**config.mk**
```make
export PLATFORM = sky130hd
export DESIGN_NAME = flappy_controller
export DESIGN_NICKNAME = d
export VERILOG_FILES = /design/src/rtl/flappy_pkg.sv /design/src/rtl/flappy_controller_lfsr16.sv /design/src/rtl/flappy_controller.sv
export SDC_FILE = /design/constraint.sdc
export NUM_CORES = 1
export LEC_CHECK = 0
export BUFFER_PORTS_ARGS = -buffer_cell sky130_fd_sc_hd__buf_2
export CAP_MARGIN = 20
export CORE_MARGIN = 10
export CORE_UTILIZATION = 61
export DETAILED_ROUTE_END_ITERATION = 8
export HOLD_SLACK_MARGIN = 0.02
export PLACE_DENSITY_LB_ADDON = 0.08
export SLEW_MARGIN = 0
export SYNTH_ARGS = -nofsm -noshare
export SYNTH_HDL_FRONTEND = slang
export SYNTH_SLANG_ARGS = --single-unit
```
**constraint.sdc**
```tcl
create_clock -name clk -period 11 [get_ports clk]
set_input_delay 0 -clock clk [delete_from_list [all_inputs] [get_ports clk]]
set_output_delay 0 -clock clk [all_outputs]
set_load 0.02 [all_outputs]
```
**src/rtl/flappy_pkg.sv**
```systemverilog
// Shared encodings for the flappy game controller: scenes, key codes and the
// layout of one 24-bit pipe record on the gaps bus.
package flappy_pkg;

    typedef enum logic [1:0] {
        SCENE_SPLASH   = 2'd0,
        SCENE_PLAYING  = 2'd1,
        SCENE_GAMEOVER = 2'd2
    } scene_t;

    localparam logic [7:0] KEY_SPACE   = 8'd32;
    localparam logic [7:0] KEY_RESTART = 8'd114;
    localparam logic [7:0] KEY_QUIT    = 8'd120;

    // Pipe record is {position, max_bnd, min_bnd}, one byte each.
    localparam int GAP_FIELD_W = 8;
    localparam int GAP_REC_W   = 24;
    localparam int GAP_MIN_OFS = 0;
    localparam int GAP_MAX_OFS = 8;
    localparam int GAP_POS_OFS = 16;

    localparam logic [15:0] LFSR_SEED = 16'hACE1;

endpackage

```
**src/rtl/flappy_controller_lfsr16.sv**
```systemverilog
// 16-bit Galois LFSR (taps 16,14,13,11) used to randomise pipe gaps on wrap.
module lfsr16
    import flappy_pkg::*;
#(
    parameter logic [15:0] SEED = LFSR_SEED
) (
    input  logic        clk,
    input  logic        srst,
    output logic [15:0] value
);

    logic [15:0] lfsr_reg;

    always_ff @(posedge clk) begin
        if (srst) begin
            lfsr_reg <= SEED;
        end else begin
            lfsr_reg <= {1'b0, lfsr_reg[15:1]} ^ (lfsr_reg[0] ? 16'hB400 : 16'h0000);
        end
    end

    assign value = lfsr_reg;

endmodule

```
**src/rtl/flappy_controller.sv**
```systemverilog
// Flappy-bird game controller: scene FSM, bird physics, scrolling pipes with
// randomised gaps, collision detection and scoring.
module flappy_controller
    import flappy_pkg::*;
#(
    parameter int NUM_PIPES     = 3,
    parameter int HEIGHT        = 40,
    parameter int WIDTH         = 80,
    parameter int GAP           = 10,
    parameter int BIRD_COL      = 4,
    parameter int FLAP_HOLD     = 5,
    parameter int FALL_PERIOD   = 4,
    parameter int SCROLL_PERIOD = 2
) (
    input  logic                      clk,
    input  logic                      rst,
    input  logic [7:0]                inp,
    output logic [1:0]                scene,
    output logic [8:0]                bird,
    output logic [24*NUM_PIPES-1:0]   gaps,
    output logic [15:0]               score
);

    localparam logic [7:0]  ALT_INIT    = 8'(HEIGHT / 2);
    localparam logic [7:0]  ALT_TOP     = 8'(HEIGHT - 1);
    localparam logic [7:0]  MIN_INIT    = 8'(HEIGHT / 2 - GAP / 2);
    localparam logic [7:0]  GAP_W       = 8'(GAP);
    localparam logic [7:0]  POS_WRAP    = 8'(WIDTH - 1);
    localparam logic [7:0]  BIRD_POS    = 8'(BIRD_COL);
    localparam logic [7:0]  FLAP_LOAD   = 8'(FLAP_HOLD);
    localparam logic [15:0] FALL_LAST   = 16'(FALL_PERIOD - 1);
    localparam logic [15:0] SCROLL_LAST = 16'(SCROLL_PERIOD - 1);
    localparam logic [15:0] BND_SPAN    = 16'(HEIGHT - GAP - 1);

    scene_t               scene_reg;
    logic [7:0]           alt_reg;
    logic [7:0]           flap_cnt_reg;
    logic [15:0]          fall_cnt_reg;
    logic [15:0]          scroll_cnt_reg;
    logic [15:0]          score_reg;
    logic [15:0]          lfsr_value;
    logic [NUM_PIPES-1:0] hit;
    logic [NUM_PIPES-1:0] pass;
    logic                 flapping;
    logic                 playing;
    logic                 restart;
    logic                 collision;
    logic                 advance;
    logic                 shift_tick;
    logic [7:0]           wrap_min;

    lfsr16 u_lfsr (
        .clk   (clk),
        .srst  (rst),
        .value (lfsr_value)
    );

    assign flapping   = (flap_cnt_reg != 8'd0);
    assign playing    = (scene_reg == SCENE_PLAYING);
    assign restart    = (scene_reg == SCENE_GAMEOVER) && (inp == KEY_RESTART);
    assign shift_tick = (scroll_cnt_reg == SCROLL_LAST);
    assign collision  = playing && ((|hit) || (alt_reg == 8'd0));
    // World state only moves on a clean PLAYING cycle; the quitting or
    // colliding cycle freezes everything so GAMEOVER shows the final frame.
    assign advance    = playing && !collision && (inp != KEY_QUIT);
    assign wrap_min   = 8'(16'd1 + (lfsr_value % BND_SPAN));

    for (genvar gi = 0; gi < NUM_PIPES; gi++) begin : g_pipe
        localparam logic [7:0] POS_INIT = 8'(WIDTH / 2 + gi * (WIDTH / NUM_PIPES));
        localparam int         BASE     = GAP_REC_W * (NUM_PIPES - gi - 1);

        logic [7:0] pos_reg;
        logic [7:0] min_reg;
        logic [7:0] max_reg;

        assign hit[gi]  = (pos_reg == BIRD_POS) &&
                          ((alt_reg <= min_reg) || (alt_reg >= max_reg));
        assign pass[gi] = advance && shift_tick && (pos_reg == BIRD_POS);

        always_ff @(posedge clk) begin
            if (rst || restart) begin
                pos_reg <= POS_INIT;
                min_reg <= MIN_INIT;
                max_reg <= MIN_INIT + GAP_W;
            end else if (advance && shift_tick) begin
                if (pos_reg == 8'd0) begin
                    pos_reg <= POS_WRAP;
                    min_reg <= wrap_min;
                    max_reg <= wrap_min + GAP_W;
                end else begin
                    pos_reg <= pos_reg - 8'd1;
                end
            end
        end

        assign gaps[BASE + GAP_POS_OFS +: GAP_FIELD_W] = pos_reg;
        assign gaps[BASE + GAP_MAX_OFS +: GAP_FIELD_W] = max_reg;
        assign gaps[BASE + GAP_MIN_OFS +: GAP_FIELD_W] = min_reg;
    end

    always_ff @(posedge clk) begin
        if (rst || restart) begin
            scene_reg      <= SCENE_SPLASH;
            alt_reg        <= ALT_INIT;
            flap_cnt_reg   <= 8'd0;
            fall_cnt_reg   <= 16'd0;
            scroll_cnt_reg <= 16'd0;
            score_reg      <= 16'd0;
        end else begin
            case (scene_reg)
                SCENE_SPLASH: begin
                    if (inp != 8'd0) begin
                        scene_reg <= SCENE_PLAYING;
                    end
                end
                SCENE_PLAYING: begin
                    if (!advance) begin
                        scene_reg <= SCENE_GAMEOVER;
                    end else begin
                        if (inp == KEY_SPACE) begin
                            flap_cnt_reg <= FLAP_LOAD;
                        end else if (flapping) begin
                            flap_cnt_reg <= flap_cnt_reg - 8'd1;
                        end

                        if (flapping) begin
                            fall_cnt_reg <= 16'd0;
                            if (alt_reg < ALT_TOP) begin
                                alt_reg <= alt_reg + 8'd1;
                            end
                        end else if (fall_cnt_reg >= FALL_LAST) begin
                            fall_cnt_reg <= 16'd0;
                            alt_reg      <= alt_reg - 8'd1;
                        end else begin
                            fall_cnt_reg <= fall_cnt_reg + 16'd1;
                        end

                        scroll_cnt_reg <= shift_tick ? 16'd0 : scroll_cnt_reg + 16'd1;

                        if ((|pass) && (score_reg != 16'hFFFF)) begin
                            score_reg <= score_reg + 16'd1;
                        end
                    end
                end
                default: begin
                end
            endcase
        end
    end

    assign scene = scene_reg;
    assign bird  = {alt_reg, flapping};
    assign score = score_reg;

endmodule

```
; Yosys cells after proc, flatten, opt, wreduce, memory -nomap -nowiden
; Index checks and enable logic that the tools add are counted.
[word_totals]
word_cells = 103
memories = 0
latch_bits = 0
inputBits = 10
rom_bits = 0
ram_bits = 0
out_inout_bits = 99
ff_bits = 154
[classes]
n_shift = 0
multipliers = 0
n_addsub = 11
n_reduce_logical = 38
bitwise_logic = 1
div_mod_pow = 1
magnitude_cmp = 8
eq_ne = 13
n_mux = 15
[op_table]
columns = op, count
row1 = 16-bit two-way mux, 4
row2 = 8-bit two-way mux, 8
row3 = 16-bit by 1-bit adder with 16-bit output (second input constant), 3
row4 = 8-bit by 1-bit subtractor with 8-bit output (second input constant), 5
row5 = 8-bit logical NOT, 4
row6 = 8-bit by 3-bit == test with 1-bit output (second input constant), 3
row7 = 8-bit >= comparator, 3
row8 = 8-bit less-or-equal comparator, 3
row9 = 16-bit by 1-bit == test with 1-bit output (second input constant), 1
row10 = 16-bit by 2-bit >= comparator with 1-bit output (second input constant), 1
row11 = 16-bit by 5-bit remainder unit with 16-bit output (second input constant), 1
row12 = 16-bit inequality test (second input constant), 1
row13 = 8-bit nonzero test, 2
row14 = 15-bit by 16-bit bitwise XOR with 16-bit output, 1
row15 = 1-bit logical AND, 12
row16 = 3-bit AND reduction, 3
row17 = 1-bit by 8-bit adder with 8-bit output (first input constant), 1
row18 = 8-bit by 1-bit adder with 8-bit output (second input constant), 1
row19 = 8-bit by 4-bit adder with 8-bit output (second input constant), 1
row20 = 8-bit by 6-bit == test with 1-bit output (second input constant), 1
row21 = 8-bit by 7-bit == test with 1-bit output (second input constant), 1
row22 = 8-bit by 6-bit less-than comparator with 1-bit output (second input constant), 1
row23 = 8-bit by 7-bit inequality test with 1-bit output (second input constant), 1
row24 = 2-bit AND reduction, 4
row25 = 12 further kinds, 21

; Depth between registers and ports, before layout
[logic_depth]
word_depth = 14
mapped_depth = 45
ltp_nobuf = 41

; Hierarchy
; Synthesis repeated with hierarchy kept, for this count alone.
[unflattened]
cells_unflattened = 1382
hier_area_um2 = 10895.4
[by_module_without_submodules]
columns = module, cells_per_inst, area_per_inst_um2, n_inst
row1 = flappy_controller, 1346, 10432.5, 1
row2 = lfsr16, 36, 462.9, 1

; Least setup slack after synthesis
; OpenSTA, ideal clock, no wires.
[synth_timing]
path_kind = reg2reg
startpoint = register u_lfsr.lfsr_reg[14], in the netlist u_lfsr.value[14]
endpoint = register g_pipe[1].max_reg[4]
stages_incl_launch_ff = 40
setup_slack_ns = 1.809
t_required_ns = 10.860
arrival_time_ns = 9.051
period_less_slack_ns = 9.191
path_cell_list = dfxtp_1 -> buf_2 -> nand2_1 -> a21o_1 -> and2_4 -> a22o_4 -> o221a_4 -> o221ai_2 -> o311ai_2 -> o21a_1 -> or4_4 -> a31oi_4 -> xnor2_2 -> o21ai_1 -> or3_1 -> a31o_1 -> and3_1 -> or4_1 -> [4 not listed] -> o2111a_1 -> o31ai_4 -> o21ai_2 -> xnor2_1 -> inv_1 -> ha_1 -> nand2b_1 -> nand2_1 -> a2111o_1 -> o211ai_1 -> a21oi_1 -> xnor2_1 -> ha_1 -> o311ai_1 -> or3_1 -> and2_1 -> xor2_1 -> o211ai_1
[synth_between]
elab_chain_len = 3
[synth_rtl]
columns = element, line_no
row1 = start: declaration, flappy_controller_lfsr16.sv:12  ; logic [15:0] lfsr_reg;
row2 = start signal: assignment, flappy_controller_lfsr16.sv:18  ; lfsr_reg <= {1'b0, lfsr_reg[15:1]} ^ (lfsr_reg[0] ? 16'hB400 : 16'h0000);
row3 = 16-bit by 5-bit remainder unit with 16-bit output, flappy_controller.sv:66  ; assign wrap_min = 8'(16'd1 + (lfsr_value % BND_SPAN));
row4 = 1-bit by 8-bit adder with 8-bit output, flappy_controller.sv:66
row5 = 8-bit by 4-bit adder with 8-bit output, flappy_controller.sv:89  ; max_reg <= wrap_min + GAP_W;
row6 = end signal: assignment, flappy_controller.sv:84  ; max_reg <= MIN_INIT + GAP_W;
row7 = end signal: assignment, flappy_controller.sv:89
row8 = end: declaration, flappy_controller.sv:74  ; logic [7:0] max_reg;
; Every way passes these cells.
; A chain may end at the register's enable or synchronous reset.

; Worst setup path after layout
[layout_timing]
startpoint = register u_lfsr.lfsr_reg[10], in the netlist u_lfsr.value[10]
endpoint = register g_pipe[0].max_reg[5]
[layout_between]
elab_chain_len = 3
[layout_rtl]
columns = element, line_no
row1 = 16-bit by 5-bit remainder unit with 16-bit output, flappy_controller.sv:66
row2 = 1-bit by 8-bit adder with 8-bit output, flappy_controller.sv:66
row3 = via wrap_min[2], flappy_controller.sv:50  ; logic [7:0] wrap_min;
row4 = 8-bit by 4-bit adder with 8-bit output, flappy_controller.sv:89
row5 = end signal: assignment, flappy_controller.sv:84
row6 = end signal: assignment, flappy_controller.sv:89
row7 = end: declaration, flappy_controller.sv:74
; The timed path passes the listed nets, and every way through them passes these cells.

==> flow_metrics.env <==
export IMPL_coreArea_sq_um=17400
export IMPL_final_max_slew_violation_count=0
export IMPL_setup_viol=0
export IMPL_yosys_area_share_simple=0.244
export IMPL_worstSetupEndpointType="flop"
export IMPL_hpwl_microns=21100
export IMPL_wl_met3_microns=2090
export IMPL_ff2ff_setup_slack_ps=660
export IMPL_clkTransAtPathRegs_ps=60
export IMPL_dieArea_sq_um=23600
export IMPL_wirelength_microns=28700
export IMPL_routedWlPerCell_microns=16.9
export IMPL_layout_drive_gt1_share=0.165
export IMPL_wl_met2_microns=12900
export IMPL_antenna_left=0
export IMPL_rows=48
export IMPL_cts_sinks=151
export IMPL_cp_arrival_ps=10690
export IMPL_yosysSeqAreaShare=0.277
export IMPL_hold_path_class="primary input to flop"
export IMPL_grt_first_pass_wirelength_microns=47100
export IMPL_synthDistinctLibCells=108
export IMPL_r2r_start="u_lfsr.value[10]$_SDFF_PP1_"
export IMPL_rr_worst_depth=40
export IMPL_fp_dieW_microns=154
export IMPL_start_util=0.626
export IMPL_antenna_found_initial=0
export IMPL_synth_top_family_by_area="compound AO/OA/AOI/OAI gates"
export IMPL_dpl_instance_area_sq_um=11500
export IMPL_synth_edf_count=0
export IMPL_fin_util=0.708
export IMPL_syn_inst=1378
export IMPL_worst_pin_slew_ps=1040
export IMPL_viasPerCell=6.12
export IMPL_finalWorstPathRequiredPeriod_ps=10340
export IMPL_fin_crit_sh=0.940
export IMPL_clk_latency_ps=440
export IMPL_grt_use_total=0.234
export IMPL_netlist_area_sq_um=10900
export IMPL_synthAdderAreaFrac=0.0826
export IMPL_top_layer="met4"
export IMPL_drc_errors=0
export IMPL_reg2reg_to="g_pipe[0].max_reg[5]$_SDFFE_PP0P_"
export IMPL_grt_pass1_vias=9498
export IMPL_gp_congestion=0.951
export IMPL_root_buffer="clkbuf_16"
export IMPL_syn_area_per_cell_sq_um=7.92
export IMPL_relSlewSlack=0.304
export IMPL_wl_met1_microns=13100
export IMPL_cts_buffers=17
export IMPL_vias=10400
export IMPL_ys_ff_latch=151
export IMPL_synth_commonest_cells="nor2_1, dfxtp_1, nand2_1, a21oi_1, inv_1"
export IMPL_synth_fp_nets=1457
export IMPL_fin_worst_skew_ps=16.5
export IMPL_yosysMostFrequentCell="nor2_1"
export IMPL_grt_overflow_total=0
export IMPL_h_tree_depth=4
export IMPL_timing_fmax_mhz=96.7
export IMPL_insertedDiodeCount=0
export IMPL_ys_warn_count=0
export IMPL_yosysTopAreaCell="dfxtp_1"
export IMPL_place_ws_ps=419
export IMPL_critPathMaxFanout=17
export IMPL_cpMaxStageDelayCell="or4_4"
export IMPL_cts_tree="built"
export IMPL_status="finished, final reports clean"
export IMPL_setup_tns_ps=0
export IMPL_cp_slowest_stage_delay_ps=570
export IMPL_synthMuxAreaShare=0.0231
export IMPL_crit_required_ps=11350
export IMPL_design_area_sq_um=12300
export IMPL_finalHoldViolCount=0
export IMPL_drv_cap=0
export IMPL_drtPass1Iterations=5
export IMPL_finalWorstSetupSlack_ps=663
export IMPL_synth_compound_area_frac=0.257
export IMPL_whs_endpoint="flap_cnt_reg[0]$_SDFFE_PP0P_"
export IMPL_hold_depth=5
export IMPL_clock_tree_buffer_depth=2
export IMPL_hp_start="inp[6]"
export IMPL_synthTopCellsByArea="dfxtp_1, ha_1, nor2_1"
export IMPL_drtIter0Drc=671
export IMPL_synth_top_area_frac=0.277
export IMPL_pin_count=109
export IMPL_path_common_cell="ha_1"
export IMPL_ys_flop_type="dfxtp_1"
export IMPL_final_nets=1538
export IMPL_die_height_microns=154
export IMPL_cp_start_kind="flop"
export IMPL_port_buffers=108
export IMPL_synthArstFlopShare=0
export IMPL_areaGrowthSynthToFinish_pct=13.0
export IMPL_grt_max_degree=59
export IMPL_synth_xor_area_frac=0.0679
export IMPL_criticalPathCategory="flop to flop"
layer usage:
layer / track usage / vias up
met3: 0.0538 / 42
met4: 0.0715 / 0
met2: 0.366 / 306
li1: - / 5154
met5: 0 / -
met1: 0.312 / 4890
cell usage in the layout, fill, tap and decap left out, types with 37 or more instances in the layout:
| cell type | n |
|---|---|
| buf_2 | 108 |
| nand2_1 | 128 |
| a21oi_1 | 88 |
| nand3_1 | 37 |
| o211ai_1 | 37 |
| ha_1 | 68 |
| inv_1 | 69 |
| xor2_1 | 41 |
| dfxtp_1 | 145 |
| nor2_1 | 164 |
| o21ai_0 | 53 |
through the flow:
step / hold slack, ps / instances
floorplan: 71.6 / 1378
global placement: 349 / 1660
detailed placement: 352 / 1660
CTS: 79.6 / 1694
global route: 133 / 1697
finish: 81.3 / 1697
how the worst max path moves through the flow:
stage	start	end	depth (start not counted)
finish	u_lfsr.value[10]$_SDFF_PP1_	g_pipe[0].max_reg[5]$_SDFFE_PP0P_	40
global route	u_lfsr.value[14]$_SDFF_PP0_	g_pipe[0].max_reg[5]$_SDFFE_PP0P_	40
CTS	u_lfsr.value[12]$_SDFF_PP0_	g_pipe[0].max_reg[5]$_SDFFE_PP0P_	40
detailed placement	u_lfsr.value[12]$_SDFF_PP0_	g_pipe[2].max_reg[5]$_SDFFE_PP0P_	40
global placement	u_lfsr.value[12]$_SDFF_PP0_	g_pipe[0].max_reg[5]$_SDFFE_PP0P_	40
floorplan	u_lfsr.value[14]$_SDFF_PP0_	g_pipe[1].max_reg[4]$_SDFFE_PP1P_	39
critical path, delay by kind of cell (launching register included):
| family | cells | cell delay [ps] |
|---|---|---|
| AOI/OAI and AO/OA | 19 | 4570 |
| xor gates and xnor gates | 6 | 1460 |
| DFF | 1 | 490 |
| and+or+nand+nor | 9 | 2510 |
| buffers and inverters | 2 | 170 |
| adders and majority gates | 4 | 1050 |
cells by family (layout without fill, tap and decap cells):
family,after synthesis,in the layout
AND/OR/NAND/NOR,541,541
AO/OA/AOI/OAI,381,381
flip-flops,151,151
buffers and inverters,132,226
XOR/XNOR,79,79
adder cells (fa/ha/maj),72,72
multiplexers,22,22
layout make-up:
cell class	instances	area [sq um]
sequential	151	3040
clock inverter	7	141
inverter	73	274
timing repair buffer	121	643
multi-input combinational	1095	7460
tap	225	282
fill	1482	5090
clock buffer	25	485
what timing repair did:
item | 4_1_cts | 5_1_grt
gates resized for setup | 0 | 25
setup buffers | 0 | 0
hold buffers | 2 | 0
hold endpoints to repair | 11 | 0
setup endpoints to repair | 0 | 27
Power is not shown: default switching activity piles up to over one toggle a cycle in this logic, so the estimate is an artifact.
